===== src/rtl/ctrl_hazard_unit.sv =====
// -----------------------------------------------------------------------------
// ctrl_hazard_unit
//
// Pipeline control for a classic 5-stage in-order core. Detects read-after-
// write hazards between the instruction in ID and older instructions still in
// flight, freezes the front end (PC and IF/ID) while injecting a bubble into
// ID/EX, squashes the wrong-path fetch on taken branches and jumps, drives the
// EX-stage operand forwarding selects, and counts stalled cycles.
//
// Configuration macro: FORWARDING_EN
//   defined   : only a load in EX can stall ID (one-cycle load-use stall);
//               ForwardA/ForwardB select EX/MEM or MEM/WB results.
//   undefined : ID stalls while a pending writer sits in EX or MEM (the
//               register file is assumed to write in the first half-cycle, so
//               MEM/WB needs no stall); ForwardA/ForwardB are held at 00.
//
// Parameters
//   CNT_W          width of the saturating stall-cycle counter
//
// Ports
//   Clk            rising-edge clock
//   Reset          asynchronous active-high reset
//   IFID_Rs/Rt     source registers of the instruction in ID
//   IFID_UsesRt    ID instruction actually reads Rt
//   IDEX_Rs/Rt     source registers of the instruction in EX
//   IDEX_Rd        destination of the instruction in EX
//   IDEX_RegWrite  EX instruction writes IDEX_Rd
//   IDEX_MemRead   EX instruction is a load
//   EXMEM_Rd/RegWrite  destination / write enable of the instruction in MEM
//   MEMWB_Rd/RegWrite  destination / write enable of the instruction in WB
//   BranchTaken    branch resolved taken in EX
//   Jump           jump decoded in ID
//   PCWrite        PC load enable
//   IFIDWrite      IF/ID load enable
//   IFIDFlush      squash IF/ID contents
//   IDEXBubble     select for the ID/EX control-zeroing mux (1 = zero)
//   ForwardA/B     ALU operand selects: 00 regfile, 01 MEM/WB, 10 EX/MEM
//   StallCycles    saturating count of cycles with PCWrite low
// -----------------------------------------------------------------------------
module ctrl_hazard_unit #(
    parameter int CNT_W = 16
) (
    input  logic             Clk,
    input  logic             Reset,
    input  logic [4:0]       IFID_Rs,
    input  logic [4:0]       IFID_Rt,
    input  logic             IFID_UsesRt,
    input  logic [4:0]       IDEX_Rs,
    input  logic [4:0]       IDEX_Rt,
    input  logic [4:0]       IDEX_Rd,
    input  logic             IDEX_RegWrite,
    input  logic             IDEX_MemRead,
    input  logic [4:0]       EXMEM_Rd,
    input  logic             EXMEM_RegWrite,
    input  logic [4:0]       MEMWB_Rd,
    input  logic             MEMWB_RegWrite,
    input  logic             BranchTaken,
    input  logic             Jump,
    output logic             PCWrite,
    output logic             IFIDWrite,
    output logic             IFIDFlush,
    output logic             IDEXBubble,
    output logic [1:0]       ForwardA,
    output logic [1:0]       ForwardB,
    output logic [CNT_W-1:0] StallCycles
);

    typedef enum logic [1:0] {
        ST_RUN   = 2'd0,
        ST_STALL = 2'd1,
        ST_FLUSH = 2'd2
    } state_t;

    localparam logic [1:0] FWD_REGFILE = 2'b00;
    localparam logic [1:0] FWD_MEMWB   = 2'b01;
    localparam logic [1:0] FWD_EXMEM   = 2'b10;

    state_t           r_state;
    state_t           w_state_nxt;
    logic [CNT_W-1:0] r_stall_cnt;

    // Register x0 is hard-wired to zero, so it never carries a dependency.
    function automatic logic f_match(input logic [4:0] a,
                                     input logic [4:0] b,
                                     input logic       we);
        return we && (a == b) && (a != 5'd0);
    endfunction

    // True when the ID instruction reads the given destination.
    function automatic logic f_id_reads(input logic [4:0] rs,
                                        input logic [4:0] rt,
                                        input logic       uses_rt,
                                        input logic [4:0] rd,
                                        input logic       we);
        return f_match(rs, rd, we) || (uses_rt && f_match(rt, rd, we));
    endfunction

    // -------------------------------------------------------------------------
    // Hazard detection
    // -------------------------------------------------------------------------
    logic w_dep_idex;
    logic w_dep_exmem;
    logic w_hazard_raw;
    logic w_hazard;

    assign w_dep_idex  = f_id_reads(IFID_Rs, IFID_Rt, IFID_UsesRt,
                                    IDEX_Rd, IDEX_RegWrite);
    assign w_dep_exmem = f_id_reads(IFID_Rs, IFID_Rt, IFID_UsesRt,
                                    EXMEM_Rd, EXMEM_RegWrite);

`ifdef FORWARDING_EN
    // Everything but a load result can be forwarded into EX in time.
    assign w_hazard_raw = w_dep_idex && IDEX_MemRead;

    logic w_unused_fwd;
    assign w_unused_fwd = w_dep_exmem;
`else
    // Without bypassing, ID must wait until the producer reaches writeback.
    assign w_hazard_raw = w_dep_idex || w_dep_exmem;

    logic w_unused_nofwd;
    assign w_unused_nofwd = ^{IDEX_Rs, IDEX_Rt, IDEX_MemRead,
                              MEMWB_Rd, MEMWB_RegWrite};
`endif

    // The ID slot following a flush holds a squashed instruction, so any
    // dependency it appears to have is spurious.
    assign w_hazard = w_hazard_raw && (r_state != ST_FLUSH);

    // -------------------------------------------------------------------------
    // FSM: state register
    // -------------------------------------------------------------------------
    // NOTE: sequential state uses non-blocking assignments so every register
    // samples pre-edge values regardless of process evaluation order.
    always_ff @(posedge Clk or posedge Reset) begin
        if (Reset) begin
            r_state <= ST_RUN;
        end else begin
            r_state <= w_state_nxt;
        end
    end

    // -------------------------------------------------------------------------
    // FSM: next-state logic
    // -------------------------------------------------------------------------
    // A taken branch wins over a hazard: the stalled instruction is on the
    // wrong path and is about to be squashed anyway.
    always_comb begin
        // NOTE: a default assignment ahead of the branches keeps this block
        // purely combinational; without it a missed path infers a latch.
        w_state_nxt = ST_RUN;
        if (BranchTaken) begin
            w_state_nxt = ST_FLUSH;
        end else if (w_hazard) begin
            w_state_nxt = ST_STALL;
        end
    end

    // -------------------------------------------------------------------------
    // FSM: output logic
    // -------------------------------------------------------------------------
    // Outputs react in the same cycle as the hazard/branch inputs. A jump
    // that meets a hazard waits: flushing IF/ID would lose the jump itself.
    always_comb begin
        PCWrite    = 1'b1;
        IFIDWrite  = 1'b1;
        IFIDFlush  = 1'b0;
        IDEXBubble = 1'b0;
        if (Reset) begin
            PCWrite    = 1'b0;
            IFIDWrite  = 1'b0;
            IFIDFlush  = 1'b1;
            IDEXBubble = 1'b1;
        end else if (BranchTaken) begin
            IFIDFlush  = 1'b1;
            IDEXBubble = 1'b1;
        end else if (w_hazard) begin
            PCWrite    = 1'b0;
            IFIDWrite  = 1'b0;
            IDEXBubble = 1'b1;
        end else if (Jump) begin
            IFIDFlush  = 1'b1;
        end
    end

    // -------------------------------------------------------------------------
    // Forwarding selects
    // -------------------------------------------------------------------------
`ifdef FORWARDING_EN
    // EX/MEM holds the younger result, so it takes priority on a double hit.
    always_comb begin
        ForwardA = FWD_REGFILE;
        ForwardB = FWD_REGFILE;
        if (!Reset) begin
            if (f_match(EXMEM_Rd, IDEX_Rs, EXMEM_RegWrite)) begin
                ForwardA = FWD_EXMEM;
            end else if (f_match(MEMWB_Rd, IDEX_Rs, MEMWB_RegWrite)) begin
                ForwardA = FWD_MEMWB;
            end
            if (f_match(EXMEM_Rd, IDEX_Rt, EXMEM_RegWrite)) begin
                ForwardB = FWD_EXMEM;
            end else if (f_match(MEMWB_Rd, IDEX_Rt, MEMWB_RegWrite)) begin
                ForwardB = FWD_MEMWB;
            end
        end
    end
`else
    assign ForwardA = FWD_REGFILE;
    assign ForwardB = FWD_REGFILE;

    logic [3:0] w_unused_fwd_sel;
    assign w_unused_fwd_sel = {FWD_MEMWB, FWD_EXMEM};
`endif

    // -------------------------------------------------------------------------
    // Stall-cycle performance counter (saturating)
    // -------------------------------------------------------------------------
    always_ff @(posedge Clk or posedge Reset) begin
        if (Reset) begin
            r_stall_cnt <= '0;
        end else if (!PCWrite && !(&r_stall_cnt)) begin
            r_stall_cnt <= r_stall_cnt + 1'b1;
        end
    end

    assign StallCycles = r_stall_cnt;

endmodule

===== config.mk =====
export PLATFORM = sky130hd
export DESIGN_NAME = ctrl_hazard_unit
export DESIGN_NICKNAME = d
export VERILOG_FILES = /design/src/rtl/ctrl_hazard_unit.sv
export SDC_FILE = /design/constraint.sdc
export NUM_CORES = 1
export LEC_CHECK = 0
export CAP_MARGIN = 20
export CORE_ASPECT_RATIO = 1.4
export CORE_UTILIZATION = 30
export CTS_CLUSTER_SIZE = 14
export DETAILED_ROUTE_END_ITERATION = 10
export GPL_TIMING_DRIVEN = 0
export PLACE_DENSITY_LB_ADDON = 0.08
export SETUP_SLACK_MARGIN = 0.5
export SLEW_MARGIN = 20
export SYNTH_ARGS = -nofsm -noshare
export SYNTH_HDL_FRONTEND = slang
export SYNTH_SLANG_ARGS = --single-unit

===== constraint.sdc =====
create_clock -name Clk -period 2.2 [get_ports Clk]
set_input_delay 0.22 -clock Clk [delete_from_list [all_inputs] [get_ports Clk]]
set_output_delay 0.22 -clock Clk [all_outputs]
set_load 0.02 [all_outputs]

# == Word-level counts from Yosys, hierarchy flattened ==
# Index checks and enable logic that the tools add are counted.
# totals
wordCells,40
inputBits,44
regBits,18
output_inout_bits,24
# classes
n_eq_ne,5
reduce_logical,20
n_addsub,1
n_mux,12
# op_table
operator,count
5-bit equality test,4
"16-bit by 1-bit adder with 16-bit output, second input constant",1
16-bit AND reduction,1
1-bit logical AND,12
1-bit two-way mux,11
5-bit nonzero test,2
1-bit logical OR,3
1-bit logical NOT,2
2-bit two-way mux,1
"2-bit inequality test, second input constant",1

# == Depth between registers and ports, before layout ==
# depth
word_depth,12
mapped_depth,8
mapped_depth_nobuf,7

# == Worst setup path before layout ==
# Ideal clock, no wire load.
# synth_timing
path_kind,reg-to-reg
start,register r_stall_cnt[5] (netlist: StallCycles[5])
end,register r_stall_cnt[1] (netlist: StallCycles[1])
arrival_ns,2.038
period_less_slack_ns,2.163
t_required_ns,2.075
setup_ns,0.125
n_path_buf,1
stages_incl_launch_ff,8
setup_slack_ns,0.037
path_cell_list,dfrtp_1 > and3_1 > and2_4 > nand3_2 > or4_4 > buf_6 > and2_4 > mux2_4
# synth_between
elab_chain_len,3
# synth_rtl
item,line_no,source
from (decl),80,logic [CNT_W-1:0] r_stall_cnt;
from (signal assigned),222,r_stall_cnt <= r_stall_cnt + 1'b1;
16-bit AND reduction,221,end else if (!PCWrite && !(&r_stall_cnt)) begin
1-bit logical NOT,221,
1-bit logical AND,221,
# Every way passes these cells.
# A chain may end at the register's enable or synchronous reset.

# == Worst setup path in the final report ==
# layout_timing
start,input IFID_Rt[4]
end,register r_stall_cnt[1] (netlist: StallCycles[1])
# layout_between
elab_chain_len,12
word_cells_on_any_way,18
classes_between,eq/ne: 2; mux: 3; reduce/logical: 13
# layout_rtl
item,line_no,source
from (decl),46,"input logic [4:0] IFID_Rt,"
5-bit equality test,86,return we && (a == b) && (a != 5'd0);
1-bit logical AND (2 in series),86,
1-bit logical AND,95,"return f_match(rs, rd, we) || (uses_rt && f_match(rt, rd, we));"
1-bit logical OR,95,
1-bit logical OR (*),119,assign w_hazard_raw = w_dep_idex || w_dep_exmem;
1-bit logical AND (*),128,assign w_hazard = w_hazard_raw && (r_state != ST_FLUSH);
1-bit two-way mux (*),177,end else if (w_hazard) begin
1-bit two-way mux (*),174,end else if (BranchTaken) begin
1-bit two-way mux (*),169,if (Reset) begin
1-bit logical NOT (*),221,
1-bit logical AND (*),221,
# Mark *: on every way between the ends. The rest lies on a longest branch, timed or not.

==> results.json <==
{
  "crit_path_max_fanout": 8,
  "status": "complete, but fails checks",
  "layout.core_utilization_pct": 53.9,
  "clock_latency_ns": 0.25,
  "n_fill_cell": 380,
  "drt_iter0_drc": 31,
  "setup_slack_ns": 0.167,
  "netlist_instances": 129,
  "cts_buffers": 3,
  "clk_pin_slew_ns": 0.07,
  "crit_family": "simple AND/OR/NAND/NOR gates",
  "drive_gt1_share_pct": 43.4,
  "slew_viol_final": 0,
  "hold_class": "primary input to async pin",
  "place_congestion": 0.750,
  "final-setup-viol-count": 0,
  "powerDensity_mw_per_mm2": 661,
  "grt_max_degree": 19,
  "port_buffers": 46,
  "grt_pass1_vias": 1248,
  "cts_tree": "done",
  "clock_path_buffers": 2,
  "start_kind": "primary input",
  "layout_min_cycle_time_ns": 2.03,
  "violations": "DRC",
  "drtAntennaViolNets": 0,
  "htreeDepth": 1,
  "cts_hold_buf": 0,
  "yosys_warnings": 0,
  "insertedDiodeCount": 0,
  "core_area_mm2": 0.00399,
  "grt_antenna_before_repair": 0,
  "finalInstanceArea_mm2": 0.00215,
  "syn-mean-instance-area_um2": 9.76,
  "io_pins": 68,
  "tns_ns": 0,
  "hold_violations": 0,
  "required_ns": 2.34,
  "nets": 244,
  "viasPerCell": 5.06,
  "max_clock_freq_mhz": 492,
  "rsz0062_at_grt": "yes",
  "postPlaceCellArea_mm2": 0.00184,
  "cts_sinks": 18,
  "dr.pass1.iters": 7,
  "ys_seq_elements": 18,
  "path_class": "primary input to flop",
  "syn_area_mm2": 0.00126,
  "detailed_place_hpwl_mm": 2.41,
  "dp_slack_ns": -0.896,
  "fin_total_pwr_mw": 1.42,
  "seq_area_frac_synth_pct": 35.8,
  "grt.overflow.total": 0,
  "multiInputGateArea_um2": 960,
  "peakVddDrop_uv": 277,
  "crit_arrival_ns": 2.17,
  "grt_pass1_wl_mm": 5.47,
  "cp_num_buf_inv": 3,
  "cp-end-kind": "flop",
  "cts_root_buffer": "clkbuf_8",
  "finalCritPeriodShare_pct": 92.4,
  "routed_wl_mm": 3.35,
  "wl_per_cell_um": 13.9,
  "grtUsageTotal_pct": 15.9,
  "dp_cells": 221,
  "yosysUniqueCellTypes": 34,
  "syn_to_final_growth_pct": 70.7,
  "num_vias": 1219,
  "power_leakage_nw": 0.880,
  "die_width_um": 56.7,
  "cp_cell_sequence": "buf_8 > or4_4 > o21ai_4 > nor4_4 > o21ai_2 > o311ai_4 > buf_4 > buf_6 > and2_4 > mux2_4",
  "holdWs_ns": 0.428,
  "drv_cap": 0,
  "rows": 27,
  "slowest_stage": "or4_4",
  "seqCellArea_um2": 458,
  "fin_cells": 241,
  "dieArea_mm2": 0.00446,
  "max_stage_delay_ns": 0.55,
  "skew_ns": 0.00163,
  "chipHeight_um": 78.6,
  "route.detailed.drc": 5,
  "initial_core_util_pct": 31.6
}
path summary, 6_finish.rpt:
| check | startpoint | to | slack [ns] | depth (start not counted) |
|---|---|---|---|---|
| min | Reset | r_state[1]$_DFF_PP0_ | 0.43 | 3 |
| max | IFID_Rt[4] | StallCycles[1]$_DFFE_PP0P_ | 0.17 | 10 |
| max reg2reg | StallCycles[5]$_DFFE_PP0P_ | StallCycles[1]$_DFFE_PP0P_ | 0.28 | 7 |
| max in group asynchronous | Reset | StallCycles[0]$_DFFE_PP0P_ | 1.55 | 3 |
| min reg2reg | StallCycles[8]$_DFFE_PP0P_ | StallCycles[8]$_DFFE_PP0P_ | 0.50 | 1 |
| min in group Clk | StallCycles[8]$_DFFE_PP0P_ | StallCycles[8]$_DFFE_PP0P_ | 0.50 | 1 |
tightest hold or removal path: cells and delay by family:
kind	cells	cell delay (ns)
buffers and inverters	3	0.84
Yosys cell counts, drive strengths merged:
master,instances,share of area (%)
and3,7,3.5
a41oi,2,1.4
conb,1,0.30
nand4,6,3.0
dfrtp,18,36
xnor2,20,14
nor3b,1,0.60
o311ai,1,2.1
or4,3,2.1
xor2,9,6.3
nor2b,2,0.99
mux2,3,3.0
o21ai,6,3.0
a31oi,3,1.5
nor2,5,1.5
a21oi,3,1.2
and4,1,0.70
ha,1,0.99
nand2b,2,0.99
nor3,2,0.80
nor4,4,3.0
buf,8,4.8
inv,3,0.89
nand3,11,4.8
nand2,4,1.2
and2,3,1.9
layer usage:
metal | global-route usage, % | share of wire [%] | vias up
met1 | 15.7 | 36 | 591
li1 | - | - | 585
met3 | 1.15 | 3.1 | 4
met4 | 8.29 | 1.9 | 0
met5 | 0 | 0 | -
met2 | 31.9 | 59 | 39
cells by family (layout without fill, tap and decap cells):
logic type                 Yosys count  in the layout  share of synthesized area, %
and+or+nand+nor                     51             51                          25.0
xor gates and xnor gates            29             29                          20.2
DFF                                 18             18                          35.8
AOI/OAI and AO/OA                   15             15                          9.15
buffers and inverters               11             77                          5.67
muxes                                3              3                          2.98
adders and majority gates            1              1                         0.994
other                                1              4                         0.298
cells in the final DEF (no fill, tap or decap), drive strengths merged, types with 3 or more instances in the layout:
cell type / instances
buf: 39
clkdlybuf4s50: 21
xnor2: 20
dfrtp: 18
nand3: 11
dlygate4sd2: 10
xor2: 9
and3: 7
nand4: 6
o21ai: 6
nor2: 5
nor4: 4
nand2: 4
conb: 4
clkbuf: 4
or4: 3
and2: 3
mux2: 3
a31oi: 3
a21oi: 3
registers in the layout, indices dropped and copies added (netlist names):
| register | flops |
|---|---|
| StallCycles | 16 |
| r_state | 2 |
timing repair:
action,CTS,global route
resized for setup,107,11
endpoints found under the setup margin,21,20
buffers inserted,12,4
pin swaps,27,15
power by group:
part / internal (mW) / switching (mW) / leakage [nW]
logic: 0.373 / 0.323 / 0.629
clock network: 0.129 / 0.112 / 0.0228
registers: 0.401 / 0.0823 / 0.228
total: 0.902 / 0.518 / 0.880
cell type report:
class / count / share of cell area (%)
Buffer: 8 / 3.15
Clock buffer: 4 / 2.10
Inverter: 3 / 0.932
Multi-Input combinational cell: 103 / 44.7
Sequential cell: 18 / 21.3
Tap cell: 43 / 2.50
Timing Repair Buffer: 62 / 25.3
Note: power is estimated with default switching activity, not from simulation.
